[src/rtl/lz77_sch_pkg.sv]
// rtl/lz77_sch_pkg.sv - shared types and default sizes for the lz77 scanline scheduler
//
// Purpose : default field widths, row-buffer depth and gap length shared by
//           lz77_sch and lz77_sch_crd, plus the scheduler state type.
// Ports   : none (package).
package lz77_sch_pkg;

  localparam int SIZE_W_WD_DEF   = 12;
  localparam int SIZE_H_WD_DEF   = 12;
  localparam int ROW_BUF_NUM_DEF = 2;
  localparam int GAP_CYC_DEF     = 2;

  typedef enum logic [2:0] {
    ST_IDLE  = 3'd0,
    ST_WAIT  = 3'd1,
    ST_START = 3'd2,
    ST_RUN   = 3'd3,
    ST_GAP   = 3'd4,
    ST_DONE  = 3'd5
  } sch_state_e;

endpackage

[src/rtl/lz77_sch_crd.sv]
// rtl/lz77_sch_crd.sv - saturating up/down row-credit counter
//
// Purpose : counts complete filtered scanlines waiting in the filter FIFO.
// Ports   : clk, rstn     - clock, async active-low reset
//           clr_i         - synchronous clear (frame start)
//           inc_i / dec_i - row pushed by filter / row consumed by lz77_top
//           crd_o         - current credit
//           full_o        - credit at ROW_BUF_NUM (registered decode)
//           ovf_o         - increment attempted while full (same-cycle flag)
module lz77_sch_crd #(
  parameter int ROW_BUF_NUM = 2,
  parameter int CRD_WD      = 2
) (
  input  logic              clk,
  input  logic              rstn,
  input  logic              clr_i,
  input  logic              inc_i,
  input  logic              dec_i,
  output logic [CRD_WD-1:0] crd_o,
  output logic              full_o,
  output logic              ovf_o
);

  localparam logic [CRD_WD-1:0] CRD_MAX = CRD_WD'(ROW_BUF_NUM);

  logic [CRD_WD-1:0] crd_q, crd_d;

  // Simultaneous inc/dec cancel out; a lone increment at the ceiling is
  // dropped and flagged, a lone decrement at zero is dropped silently.
  always_comb begin
    crd_d = crd_q;
    ovf_o = 1'b0;
    if (clr_i) begin
      crd_d = '0;
    end else if (inc_i && !dec_i) begin
      if (crd_q == CRD_MAX) ovf_o = 1'b1;
      else                  crd_d = crd_q + CRD_WD'(1);
    end else if (dec_i && !inc_i) begin
      if (crd_q != '0) crd_d = crd_q - CRD_WD'(1);
    end
  end

  always_ff @(posedge clk or negedge rstn) begin
    if (!rstn) crd_q <= '0;
    else       crd_q <= crd_d;
  end

  assign crd_o  = crd_q;
  assign full_o = (crd_q == CRD_MAX);

endmodule

[src/rtl/lz77_sch.sv]
// rtl/lz77_sch.sv - frame-level scheduler issuing one lz77_top start per scanline
//
// Purpose : accepts a frame start, waits for filtered-row credit, pulses
//           lz_start_o once per scanline, inserts GAP_CYC idle cycles between
//           rows, back-pressures the filter and reports frame completion.
// Ports   : clk, rstn                 - clock, async active-low reset
//           cfg_w_i, cfg_h_i, start_i - frame size and start pulse
//           done_o, busy_o, err_o     - frame done pulse, busy, sticky error
//           flt_row_done_i            - filter pushed one full scanline
//           flt_stall_o               - filter FIFO holds ROW_BUF_NUM rows
//           lz_cfg_w_o, lz_cfg_h_o    - latched frame size to lz77_top
//           lz_start_o, lz_done_i     - per-scanline handshake with lz77_top
//           row_idx_o, row_lst_o      - current row index, last-row flag
module lz77_sch
  import lz77_sch_pkg::*;
#(
  parameter int SIZE_W_WD   = SIZE_W_WD_DEF,
  parameter int SIZE_H_WD   = SIZE_H_WD_DEF,
  parameter int ROW_BUF_NUM = ROW_BUF_NUM_DEF,
  parameter int GAP_CYC     = GAP_CYC_DEF
) (
  input  logic                 clk,
  input  logic                 rstn,
  input  logic [SIZE_W_WD-1:0] cfg_w_i,
  input  logic [SIZE_H_WD-1:0] cfg_h_i,
  input  logic                 start_i,
  output logic                 done_o,
  output logic                 busy_o,
  output logic                 err_o,
  input  logic                 flt_row_done_i,
  output logic                 flt_stall_o,
  output logic [SIZE_W_WD-1:0] lz_cfg_w_o,
  output logic [SIZE_H_WD-1:0] lz_cfg_h_o,
  output logic                 lz_start_o,
  input  logic                 lz_done_i,
  output logic [SIZE_H_WD-1:0] row_idx_o,
  output logic                 row_lst_o
);

  localparam int CRD_WD = $clog2(ROW_BUF_NUM + 1);
  localparam int GAP_WD = (GAP_CYC < 2) ? 1 : $clog2(GAP_CYC);
  localparam logic [GAP_WD-1:0] GAP_LAST = GAP_WD'((GAP_CYC > 0) ? GAP_CYC - 1 : 0);

  sch_state_e           state_q, state_d;
  logic [SIZE_W_WD-1:0] cfg_w_q, cfg_w_d;
  logic [SIZE_H_WD-1:0] cfg_h_q, cfg_h_d;
  logic [SIZE_H_WD-1:0] row_idx_q, row_idx_d;
  logic [GAP_WD-1:0]    gap_q, gap_d;
  logic                 err_q, err_d;

  logic [CRD_WD-1:0]    crd;
  logic                 crd_full, crd_ovf, crd_clr, crd_inc, crd_dec;
  logic [SIZE_H_WD-1:0] h_m1;
  logic                 row_is_last;

  assign h_m1        = cfg_h_q - SIZE_H_WD'(1);
  assign row_is_last = (row_idx_q == h_m1);
  assign crd_inc     = flt_row_done_i && (state_q != ST_IDLE);
  assign crd_dec     = lz_done_i && (state_q == ST_RUN);

  lz77_sch_crd #(
    .ROW_BUF_NUM (ROW_BUF_NUM),
    .CRD_WD      (CRD_WD)
  ) u_crd (
    .clk    (clk),
    .rstn   (rstn),
    .clr_i  (crd_clr),
    .inc_i  (crd_inc),
    .dec_i  (crd_dec),
    .crd_o  (crd),
    .full_o (crd_full),
    .ovf_o  (crd_ovf)
  );

  always_comb begin
    state_d   = state_q;
    cfg_w_d   = cfg_w_q;
    cfg_h_d   = cfg_h_q;
    row_idx_d = row_idx_q;
    gap_d     = gap_q;
    err_d     = err_q;
    crd_clr   = 1'b0;

    case (state_q)
      ST_IDLE: begin
        if (start_i) begin
          cfg_w_d   = cfg_w_i;
          cfg_h_d   = cfg_h_i;
          row_idx_d = '0;
          err_d     = 1'b0;
          crd_clr   = 1'b1;
          state_d   = ST_WAIT;
        end
      end
      // Zero-size check happens on the latched values, one cycle after accept.
      ST_WAIT: begin
        if (cfg_w_q == '0 || cfg_h_q == '0) state_d = ST_DONE;
        else if (crd != '0)                 state_d = ST_START;
      end
      ST_START: state_d = ST_RUN;
      ST_RUN: begin
        if (lz_done_i) begin
          if (row_is_last) begin
            state_d = ST_DONE;
          end else begin
            row_idx_d = row_idx_q + SIZE_H_WD'(1);
            gap_d     = '0;
            state_d   = (GAP_CYC == 0) ? ST_WAIT : ST_GAP;
          end
        end
      end
      ST_GAP: begin
        if (gap_q == GAP_LAST) state_d = ST_WAIT;
        else                   gap_d   = gap_q + GAP_WD'(1);
      end
      ST_DONE: state_d = ST_IDLE;
      default: state_d = ST_IDLE;
    endcase

    // Error setting wins over the clear from an accepted start.
    if (crd_ovf || (lz_done_i && state_q != ST_RUN) ||
        (flt_row_done_i && state_q == ST_IDLE)) begin
      err_d = 1'b1;
    end
  end

  always_ff @(posedge clk or negedge rstn) begin
    if (!rstn) begin
      state_q   <= ST_IDLE;
      cfg_w_q   <= '0;
      cfg_h_q   <= '0;
      row_idx_q <= '0;
      gap_q     <= '0;
      err_q     <= 1'b0;
    end else begin
      state_q   <= state_d;
      cfg_w_q   <= cfg_w_d;
      cfg_h_q   <= cfg_h_d;
      row_idx_q <= row_idx_d;
      gap_q     <= gap_d;
      err_q     <= err_d;
    end
  end

  assign done_o      = (state_q == ST_DONE);
  assign busy_o      = (state_q != ST_IDLE);
  assign err_o       = err_q;
  assign flt_stall_o = crd_full;
  assign lz_cfg_w_o  = cfg_w_q;
  assign lz_cfg_h_o  = cfg_h_q;
  assign lz_start_o  = (state_q == ST_START);
  assign row_idx_o   = row_idx_q;
  assign row_lst_o   = (state_q == ST_START) && row_is_last;

endmodule

[config.mk]
export PLATFORM = sky130hd
export DESIGN_NAME = lz77_sch
export DESIGN_NICKNAME = d
export VERILOG_FILES = /design/src/rtl/lz77_sch_pkg.sv /design/src/rtl/lz77_sch_crd.sv /design/src/rtl/lz77_sch.sv
export SDC_FILE = /design/constraint.sdc
export NUM_CORES = 1
export LEC_CHECK = 0
export CORE_UTILIZATION = 50
export DETAILED_ROUTE_END_ITERATION = 10
export GPL_TIMING_DRIVEN = 1
export PLACE_DENSITY = 0.84
export SYNTH_ARGS = -nofsm -noshare
export SYNTH_HDL_FRONTEND = slang
export SYNTH_SLANG_ARGS = --single-unit
[constraint.sdc]
create_clock -name clk -period 4.9 [get_ports clk]
set_input_delay 0.49 -clock clk [delete_from_list [all_inputs] [get_ports clk]]
set_output_delay 0.49 -clock clk [all_outputs]
set_load 0.05 [all_outputs]
==> results.toml <==
[clock_network]
clk_pin_slew_worst_paths_ns = 0.08
clk_latency_ns = 0.30
cts_tree = "built"
cts_hold_buf = 0
cts_buffers = 5
h-tree-depth = 2
clockBufferDepth = 2
cts_root_buf = "clkbuf_8"
cts_resized = 0
cts_setup_buffers = 0
clock-sinks = 43

[timing]
timing.hold.ws_ns = 0.330
min_period_ns = 4.03
setup_viol = 0
hold_viol = 0
fmax_mhz = 248
relSlewSlack_pct = 26.3
drv_slew = 0
clock_skew_ns = 0.00755
rsz0062_at_grt = "no"
finalCritPeriodShare_pct = 82.3
final.setup.tns_ns = 0
tightest_slew_ns = 1.10

[power]
power_density_nw_per_um2 = 677
seq_power_share_pct = 29.6
p_int_w = 0.00112
power.combinational.fraction_pct = 55.6
clkPwrFrac_pct = 14.8
power.total_w = 0.00223
p_leak_nw = 1.42
switchingPower_w = 0.00111
ir_drop_mv = 0.398
swShare_pct = 49.9

[run_status]
status = "completed"

[finish]
area_growth_pct = 34.9
diodes = 0
final_nets = 388
fillers = 376
drive_above_1_share_pct = 4.48
final_cell_area_um2 = 3300

[drt]
drc = 0
routedWlPerCell_um = 14.4
drtIter0Drc = 173
via_per_inst = 5.47
routed_wl_um = 6120
postRouteAntennaNets = 0
drtPass1Iterations = 4
via_count = 2319

[logic_synthesis]
synth_largest_area_cell = "dfrtp_1"
synth_cell_types = 48
yosysWarnings = 0
synth_common_cells = "nand2_1, dfrtp_1, a21oi_1, nor2_1"
ys_seq_elements = 43
synthesis.nets = 324
synth_cells = 292
synth.most_common_cell = "nand2_1"
async_reset_ff_share_pct = 100
synth_top_area_share_pct = 43.9
ys_seq_area_share_pct = 43.9
synthFlopType = "dfrtp_1"
avgSynthCellArea_um2 = 8.39
synthTopCellsByArea = "dfrtp_1, nand2_1, xnor2_1"
synth_edf_count = 0
netlist_area_um2 = 2450

[critical_path]
cp-end-kind = "output pin"
path_max_fanout = 8
crit_type = "reg -> out"
start_kind = "register"
cp.required_ns = 4.41
r2r_slack_ns = 1.98
rr_startpoint = "lz_cfg_h_o[3]"
r2r.worst_path.cells = 7
cp_data_arrival_time_ns = 3.54
r2r-end = "row_idx_o[2]"

[worst_hold_path]
min_path_type = "in -> async"

[placement]
place_congestion = 0.852
hpwl_um = 4310
io_buffer_count = 70
dpl_cell_area_um2 = 3170

[global_routing]
grt_pass1_wl_um = 10200
antenna_found_initial = 0
grt_pass1_vias = 2173
grt_overflow = 0
grt_max_degree = 44
track_usage_pct = 25.2

[floorplanning]
ios = 71
coreArea_um2 = 4720
initial_core_util_pct = 51.8
die_h_um = 72.0
core.rowCount = 25
dieArea_um2 = 5180
die_w_um = 72.0

[flow_run]
maxCapViolCount = 0
[worst max path at each step]
| stage | startpoint | to | slack, ns | cells past startpoint |
|---|---|---|---|---|
| 3_5_place_dp | lz_cfg_h_o[3] | row_lst_o | 1.21 | 7 |
| 3_3_place_gp | lz_cfg_h_o[3] | row_lst_o | 1.30 | 7 |
| 2_1_floorplan | lz_cfg_h_o[3] | row_lst_o | 1.27 | 8 |
| 4_1_cts | lz_cfg_h_o[3] | row_lst_o | 0.88 | 7 |
| 5_1_grt | lz_cfg_h_o[3] | row_lst_o | 0.68 | 7 |
| 6_report | lz_cfg_h_o[3] | row_lst_o | 0.87 | 7 |
[cell type report]
| type | count | area (um^2) | share of cell area (%) |
|---|---|---|---|
| well taps | 67 | 83.8 | 2.54 |
| multi-input cells | 224 | 1260 | 38.2 |
| clock buffers | 5 | 68.8 | 2.08 |
| flip-flops and latches | 43 | 1080 | 32.6 |
| inverters | 11 | 41.3 | 1.25 |
| clock inverters | 3 | 67.6 | 2.05 |
| repair buffers | 71 | 703 | 21.3 |
[power by group through the flow]
stage               Clock, W  Sequential [W]  Combinational, W
floorplan                  0        0.000957          0.000563
global placement           0        0.000657           0.00122
detailed placement         0        0.000662           0.00124
CTS                 0.000334        0.000657           0.00125
global route        0.000351        0.000685           0.00134
finish              0.000331        0.000661           0.00124
[cells by family after synthesis]
kind of cell | after synthesis | share of synthesized area, %
simple gates | 158 | 30.6
compound gates | 45 | 12.8
buf+inv | 25 | 4.50
fa+ha+maj | 3 | 1.53
mux | 4 | 1.64
xor+xnor | 14 | 5.01
flops | 43 | 43.9
[placed cells by master (no fill, tap or decap), drive strengths merged, types with 5 or more instances in the layout]
cell and n:
nor3 7, clkbuf 5, nand2b 5, o31ai 5
clkdlybuf4s50 69, o21ai 7, nor2 12, or4 6
xnor2 11, nand3 9, dfrtp 43, inv 11
and3 5, a21oi 12, nor4 6, nand2 87
[per-layer routing]
| metal | track usage (%) | wire [um] | vias up |
|---|---|---|---|
| li1 | - | - | 1137 |
| met1 | 33.1 | 2780 | 1095 |
| met2 | 40.9 | 2840 | 72 |
| met3 | 6.53 | 350 | 15 |
| met4 | 7.84 | 146 | 0 |
| met5 | 0 | 0 | - |
[stage by stage]
| step | cells | util [%] | setup WS (ns) |
|---|---|---|---|
| 2_1_floorplan | 292 | - | 1.27 |
| 3_3_place_gp | 416 | 67.0 | 1.30 |
| 3_5_place_dp | 416 | 67.0 | 1.21 |
| 4_1_cts | 424 | 69.9 | 0.877 |
| 5_1_grt | 424 | 69.9 | 0.679 |
| 6_report | 424 | 69.9 | 0.866 |
[flip-flops by register name, summed over array words and instances (netlist names)]
register     flops
lz_cfg_h_o      12
lz_cfg_w_o      12
row_idx_o       12
state_q          3
u_crd.crd_o      2
err_o            1
gap_q            1
[worst max-delay path, cell delays in order (launching register included)]
cell             delay (ns)
dfrtp_1                0.47
or4_4                  0.58
or3_1                  0.35
a2111oi_2              0.40
o2111ai_1              0.24
nor3_2                 0.27
and2_1                 0.15
clkdlybuf4s50_1        0.80
No activity file was read; power rests on OpenSTA's default activity.
